[src/rtl/apb_ctrl_pkg.sv]
// ============================================================================
// Module      : apb_ctrl_pkg
// Description : Shared types and sizing helpers for the APB master arbiter.
//               state_e     - transfer sequencer states
//               strb_width  - byte-strobe width for a data width
//               sidx_width  - index width for a count (minimum 1 bit)
// Revision    : 1.0  initial release
// ============================================================================
`default_nettype none

package apb_ctrl_pkg;

  typedef enum logic [1:0] {
    IDLE   = 2'd0,
    SETUP  = 2'd1,
    ACCESS = 2'd2,
    RESP   = 2'd3
  } state_e;

  function automatic int strb_width(input int w);
    return (w + 7) / 8;
  endfunction

  function automatic int sidx_width(input int s);
    return (s <= 1) ? 1 : $clog2(s);
  endfunction

endpackage

`default_nettype wire

[src/rtl/apb_rr_arbiter.sv]
// ============================================================================
// Module      : apb_rr_arbiter
// Description : Round-robin arbiter. Searches upward from the slot after the
//               last winner; the pointer advances to the winner on update.
//               Reset pointer is N-1 so requester 0 has first priority.
// Ports       : clk, reset_n (sync, active-low)
//               req    [N]  request vector
//               update      commit the current grant to the pointer
//               grant  [N]  one-hot grant (zero when no request)
// Revision    : 1.0  initial release
// ============================================================================
`default_nettype none

module apb_rr_arbiter
  import apb_ctrl_pkg::*;
#(
  parameter int N = 4,
  localparam int IDX_W = sidx_width(N)
) (
  input  logic         clk,
  input  logic         reset_n,
  input  logic [N-1:0] req,
  input  logic         update,
  output logic [N-1:0] grant
);

  logic [IDX_W-1:0] ptr;
  logic [IDX_W-1:0] grant_idx;
  logic             found;

  always_comb begin
    grant     = '0;
    grant_idx = '0;
    found     = 1'b0;
    for (int k = 1; k <= N; k++) begin
      logic [IDX_W-1:0] cand;
      cand = IDX_W'((int'(ptr) + k) % N);
      if (!found && req[cand]) begin
        found       = 1'b1;
        grant[cand] = 1'b1;
        grant_idx   = cand;
      end
    end
  end

  always_ff @(posedge clk) begin
    if (!reset_n) begin
      ptr <= IDX_W'(N - 1);
    end else if (update && found) begin
      ptr <= grant_idx;
    end
  end

endmodule

`default_nettype wire

[src/rtl/apb_master_arbiter.sv]
// ============================================================================
// Module      : apb_master_arbiter
// Description : Shares one APB master port among NUM_REQ requesters.
//               Round-robin grant, SETUP/ACCESS sequencing, one-hot PSEL
//               decode, ACCESS-phase watchdog, one-cycle response pulse.
// Ports       : clk, reset_n            clock, synchronous active-low reset
//               req_valid/req_ready     per-requester handshake (ready is
//                                       combinational, one-hot, IDLE only)
//               req_write/addr/slv/prot/wdata/strb  packed request fields
//               rsp_valid/rdata/err     one-hot completion to the owner
//               apb_addr..apb_strb      registered APB master outputs
//               apb_ready/rdata/slv_err APB slave responses
// Revision    : 1.0  initial release
// ============================================================================
`default_nettype none

module apb_master_arbiter
  import apb_ctrl_pkg::*;
#(
  parameter int NUM_REQ     = 4,
  parameter int ADDR_WIDTH  = 3,
  parameter int SEL_WIDTH   = 2,
  parameter int WRITE_WIDTH = 32,
  parameter int READ_WIDTH  = WRITE_WIDTH,
  parameter int TIMEOUT     = 16,
  localparam int STRB_WIDTH = strb_width(WRITE_WIDTH),
  localparam int SIDX_W     = sidx_width(SEL_WIDTH),
  localparam int AW         = ADDR_WIDTH + 1
) (
  input  logic                           clk,
  input  logic                           reset_n,
  input  logic [NUM_REQ-1:0]             req_valid,
  output logic [NUM_REQ-1:0]             req_ready,
  input  logic [NUM_REQ-1:0]             req_write,
  input  logic [NUM_REQ*AW-1:0]          req_addr,
  input  logic [NUM_REQ*SIDX_W-1:0]      req_slv,
  input  logic [NUM_REQ*3-1:0]           req_prot,
  input  logic [NUM_REQ*WRITE_WIDTH-1:0] req_wdata,
  input  logic [NUM_REQ*STRB_WIDTH-1:0]  req_strb,
  output logic [NUM_REQ-1:0]             rsp_valid,
  output logic [READ_WIDTH-1:0]          rsp_rdata,
  output logic                           rsp_err,
  output logic [ADDR_WIDTH:0]            apb_addr,
  output logic [2:0]                     apb_prot,
  output logic [SEL_WIDTH-1:0]           apb_sel,
  output logic                           apb_enable,
  output logic                           apb_write,
  output logic [WRITE_WIDTH-1:0]         apb_wdata,
  output logic [STRB_WIDTH-1:0]          apb_strb,
  input  logic                           apb_ready,
  input  logic [READ_WIDTH-1:0]          apb_rdata,
  input  logic                           apb_slv_err
);

  localparam int WD_W = (TIMEOUT > 0) ? $clog2(TIMEOUT + 1) : 1;

  state_e                  state;
  logic [NUM_REQ-1:0]      grant;
  logic [NUM_REQ-1:0]      owner;
  logic [WD_W-1:0]         wd_cnt;
  logic                    in_idle;

  // Fields of the current grant winner, muxed by the one-hot grant.
  logic                    sel_write;
  logic [AW-1:0]           sel_addr;
  logic [SIDX_W-1:0]       sel_slv;
  logic [2:0]              sel_prot;
  logic [WRITE_WIDTH-1:0]  sel_wdata;
  logic [STRB_WIDTH-1:0]   sel_strb;
  logic                    bad_slv;
  logic [SEL_WIDTH-1:0]    sel_dec;

  assign in_idle   = (state == IDLE) && reset_n;
  assign req_ready = in_idle ? grant : '0;

  apb_rr_arbiter #(
    .N (NUM_REQ)
  ) u_arb (
    .clk     (clk),
    .reset_n (reset_n),
    .req     (req_valid),
    .update  (in_idle),
    .grant   (grant)
  );

  always_comb begin
    sel_write = 1'b0;
    sel_addr  = '0;
    sel_slv   = '0;
    sel_prot  = '0;
    sel_wdata = '0;
    sel_strb  = '0;
    for (int i = 0; i < NUM_REQ; i++) begin
      if (grant[i]) begin
        sel_write = req_write[i];
        sel_addr  = req_addr[i*AW +: AW];
        sel_slv   = req_slv[i*SIDX_W +: SIDX_W];
        sel_prot  = req_prot[i*3 +: 3];
        sel_wdata = req_wdata[i*WRITE_WIDTH +: WRITE_WIDTH];
        sel_strb  = req_strb[i*STRB_WIDTH +: STRB_WIDTH];
      end
    end
  end

  // An index that does not name an existing slave never reaches the bus.
  assign bad_slv = (int'(sel_slv) >= SEL_WIDTH);
  assign sel_dec = bad_slv ? '0 : (SEL_WIDTH'(1) << sel_slv);

  always_ff @(posedge clk) begin
    if (!reset_n) begin
      state      <= IDLE;
      owner      <= '0;
      wd_cnt     <= '0;
      rsp_valid  <= '0;
      rsp_rdata  <= '0;
      rsp_err    <= 1'b0;
      apb_addr   <= '0;
      apb_prot   <= '0;
      apb_sel    <= '0;
      apb_enable <= 1'b0;
      apb_write  <= 1'b0;
      apb_wdata  <= '0;
      apb_strb   <= '0;
    end else begin
      rsp_valid <= '0;
      case (state)
        IDLE: begin
          if (|req_valid) begin
            owner <= grant;
            if (bad_slv) begin
              state     <= RESP;
              rsp_valid <= grant;
              rsp_err   <= 1'b1;
              rsp_rdata <= '0;
            end else begin
              state      <= SETUP;
              apb_sel    <= sel_dec;
              apb_enable <= 1'b0;
              apb_addr   <= sel_addr;
              apb_prot   <= sel_prot;
              apb_write  <= sel_write;
              apb_wdata  <= sel_wdata;
              apb_strb   <= sel_strb;
            end
          end
        end

        SETUP: begin
          state      <= ACCESS;
          apb_enable <= 1'b1;
          wd_cnt     <= '0;
        end

        ACCESS: begin
          if (apb_ready) begin
            state      <= RESP;
            rsp_valid  <= owner;
            rsp_rdata  <= apb_write ? '0 : apb_rdata;
            rsp_err    <= apb_slv_err;
            apb_sel    <= '0;
            apb_enable <= 1'b0;
          end else if ((TIMEOUT != 0) && (wd_cnt == WD_W'(TIMEOUT - 1))) begin
            // Last permitted ACCESS cycle passed without ready.
            state      <= RESP;
            rsp_valid  <= owner;
            rsp_rdata  <= '0;
            rsp_err    <= 1'b1;
            apb_sel    <= '0;
            apb_enable <= 1'b0;
          end else begin
            wd_cnt <= wd_cnt + WD_W'(1);
          end
        end

        RESP: begin
          state     <= IDLE;
          rsp_rdata <= '0;
          rsp_err   <= 1'b0;
        end

        default: state <= IDLE;
      endcase
    end
  end

endmodule

`default_nettype wire
[config.mk]
export PLATFORM = sky130hd
export DESIGN_NAME = apb_master_arbiter
export DESIGN_NICKNAME = d
export VERILOG_FILES = /design/src/rtl/apb_ctrl_pkg.sv /design/src/rtl/apb_rr_arbiter.sv /design/src/rtl/apb_master_arbiter.sv
export SDC_FILE = /design/constraint.sdc
export NUM_CORES = 1
export LEC_CHECK = 0
export ABC_AREA = 1
export BUFFER_PORTS_ARGS = -buffer_cell sky130_fd_sc_hd__buf_2
export CAP_MARGIN = 15
export CORE_MARGIN = 2
export CORE_UTILIZATION = 35
export CTS_CLUSTER_SIZE = 14
export DETAILED_ROUTE_END_ITERATION = 10
export HOLD_SLACK_MARGIN = 0.03
export PLACE_DENSITY = 0.62
export SLEW_MARGIN = 15
export SYNTH_ARGS = -nofsm -noshare
export SYNTH_HDL_FRONTEND = slang
export SYNTH_SLANG_ARGS = --single-unit
[constraint.sdc]
create_clock -name clk -period 4.32 [get_ports clk]
set_input_delay 1.08 -clock clk [delete_from_list [all_inputs] [get_ports clk]]
set_output_delay 1.08 -clock clk [all_outputs]
set_load 0.03 [all_outputs]
==> run metrics <==
Worst Hold Class=flip-flop to flip-flop; maximum buffer depth of the clock tree=2; Total GRT Usage=23.4%; Sink Count=97; antenna-violating nets left=0; DRC Markers=0; CTS root buffer=clkbuf_16; Crit Path Category=flip-flop to primary output; asr flop ratio synth=0%; Clk pwr share=14.1%; peak fanout along the critical path=9; Synth Area in Compound Gates=24.8%; final WL=20,400 um; largest net degree at the start of global routing=52; Layout area overhead=34.3%; CTS H-tree lvls=3; Non-Filler Instances=1,281; io pins=308; run status=completed; initial antenna violation count=1; clock skew=0.00856 ns; vias in the first global route=6,058; via count=6,456; length of the first detailed-routing pass in iterations=5; pwr dens=812 nW/um^2; post-route cell area=7380 um^2; CTS tree=built; mux cell area share after synthesis=0%; Cell Int Power=0.00275 W; Most used DFF post-synth=dfxtp_1; worst-skew pair later-pin latency=0.35 ns; EDFF count, synth=0; register area share after synthesis=35.3%; total grt overflow=0; area of the die=16,700 um^2; total CTS buffers=9; worst slew pin tran=1.01 ns; Peak supply drop=453 uV; Setup crit start kind=flip-flop; Arrival @ worst endpoint=2.55 ns; period utilisation layout=84.0%; vias per cell=5.04; total placed cells including tap cells=1,263; Lkg Pwr=3.66 nW; post_cts resized=0; post-synth net total=1,029; WL per Instance=16.0 um; Nets=1,298; Setup TNS=0 ns; post-synthesis xor/xnor area fraction=0%; Post-Syn Instances=794; maxcap violations=0; dpl hpwl=14,100 um; RSZ-0062 raised after global routing=no; Max-slew headroom=32.9%; Post-Syn Area=5500 um^2; fraction of the mapped netlist area in simple logic gates=27.4%; Iter 0 DRT Violations=399; largest family of logic cells by synthesized area=simple AND/OR/NAND/NOR gates; sequential share of power=19.7%; placed inst area=7070 um^2; Cell Rows=45; Avg Inst Size Synth=6.92 um^2; chip width=129 um; hold buffer count at cts=0; Port Buf Inserts=307; Final Hold Viols=0; share of cells above drive strength 1=33.4%; combinational share of power=66.2%; Post-Synth Adder-Cell Area=3.41%; RePlAce Congestion=0.871; distinct cell type count after synthesis=32; Initial Util=36.0%; clock-pin slew on the worst setup and hold paths=0.08 ns; Data required, critical path=3.24 ns; Tmin final=3.63 ns; CP endpoint kind=primary output; top achievable clock speed=0.276 GHz; postcts setup bufs=0; Final Max Slew Viols=0; final setup fails=0; die height=129 um; sw power=0.00325 W; core area=15,300 um^2; synthesized flop and latch total=97; switch share=54.2%; first-pass GRT wire length=30,900 um; synth warn=0
power groups by stage:
stage	Clock, W	Sequential, W	Combinational, W
global placement	0	0.00119	0.00397
detailed placement	0	0.00120	0.00399
finish	0.000848	0.00118	0.00397
floorplan	0	0.00146	0.00287
CTS	0.000878	0.00118	0.00401
global route	0.000903	0.00120	0.00444
final cells by class:
class | instances | area (um^2)
fill | 1650 | 7880
clock inverter | 7 | 86.3
inverter | 41 | 154
sequential | 97 | 1940
multi-input combinational | 595 | 3080
antenna | 2 | 5.00
clock buffer | 9 | 225
tap | 211 | 264
timing repair buffer | 319 | 1630
registers in the layout (all words and copies together), names as in the netlist:
signal / flops
state: 2
apb_sel: 2
apb_enable: 1
apb_addr: 4
u_arb.ptr: 2
owner: 4
apb_write: 1
rsp_valid: 4
rsp_err: 1
wd_cnt: 5
apb_wdata: 32
rsp_rdata: 32
apb_strb: 4
apb_prot: 3
kinds of logic after synthesis:
| logic type | count (synthesis) |
|---|---|
| adders and majority gates | 15 |
| AOI/OAI and AO/OA | 246 |
| buffers and inverters | 102 |
| DFF | 97 |
| and+or+nand+nor | 334 |
metal layers:
layer | global-route usage, % | vias to the layer above | part of all wire, %
met5 | 0 | - | 0
met4 | 6.59 | 0 | 1.6
met3 | 6.23 | 23 | 7.7
met2 | 41.9 | 266 | 49
met1 | 27.4 | 2923 | 42
li1 | - | 3244 | -
final timing paths:
check | start | to | slack, ns | cells past startpoint
max | u_arb.ptr[1] | req_ready[3] | 0.69 | 13
min | owner[0] | rsp_valid[0] | 0.46 | 2
max reg2reg | u_arb.ptr[1] | apb_wdata[21] | 1.06 | 13
min reg2reg | owner[0] | rsp_valid[0] | 0.46 | 2
per-stage QoR:
step           hold slack (ns)  utilization, %  setup slack [ns]  total power (W)
5_1_grt                  0.479            48.4             0.461          0.00654
3_5_place_dp             0.446            46.3             0.876          0.00519
6_report                 0.458            48.4             0.691          0.00600
2_1_floorplan            0.417               -             0.940          0.00432
4_1_cts                  0.459            48.3             0.658          0.00606
3_3_place_gp             0.445            46.3             0.901          0.00516
cells in the final DEF, fill, tap and decap left out, types with 2 or more instances in the layout:
cell,count
nand4_1,4
nand3_2,4
a21oi_1,138
o21ai_1,40
inv_8,2
inv_1,34
clkbuf_16,9
inv_2,6
diode_2,2
nand2_2,4
nand3_1,131
nor2_1,8
clkinv_4,2
nor2_2,2
nand2_1,170
a21boi_0,2
dfxtp_1,97
a21oi_2,2
buf_2,307
buf_4,12
o21ai_0,15
nor2_8,2
o21a_1,44
nor3_1,6
ha_1,15
critical path, stage by stage, from the launching register on:
cell	delay (ns)
dfxtp_1	0.51
inv_1	0.22
ha_1	0.37
inv_1	0.09
nand2_2	0.10
nand2_4	0.09
nor2_8	0.17
nand2_1	0.08
inv_2	0.07
a21oi_2	0.05
nand2_2	0.13
nand2_1	0.07
inv_1	0.06
buf_2	0.19
synthesized netlist by cell type, types with 4 or more instances:
cell,count,area [um^2]
inv_1,34,128
nor3_1,6,30.0
ha_1,15,188
nand3_1,133,666
o21ai_1,40,200
inv_2,6,22.5
nand4_1,4,25.0
buf_2,23,115
nand2_2,4,25.0
buf_4,9,67.6
nor2_1,9,33.8
o21a_1,44,330
dfxtp_1,97,1940
buf_6,7,78.8
nand2_1,170,638
o21ai_0,15,75.1
clkbuf_1,21,78.8
a21oi_1,139,696
No activity file was read; power rests on OpenSTA's default activity.
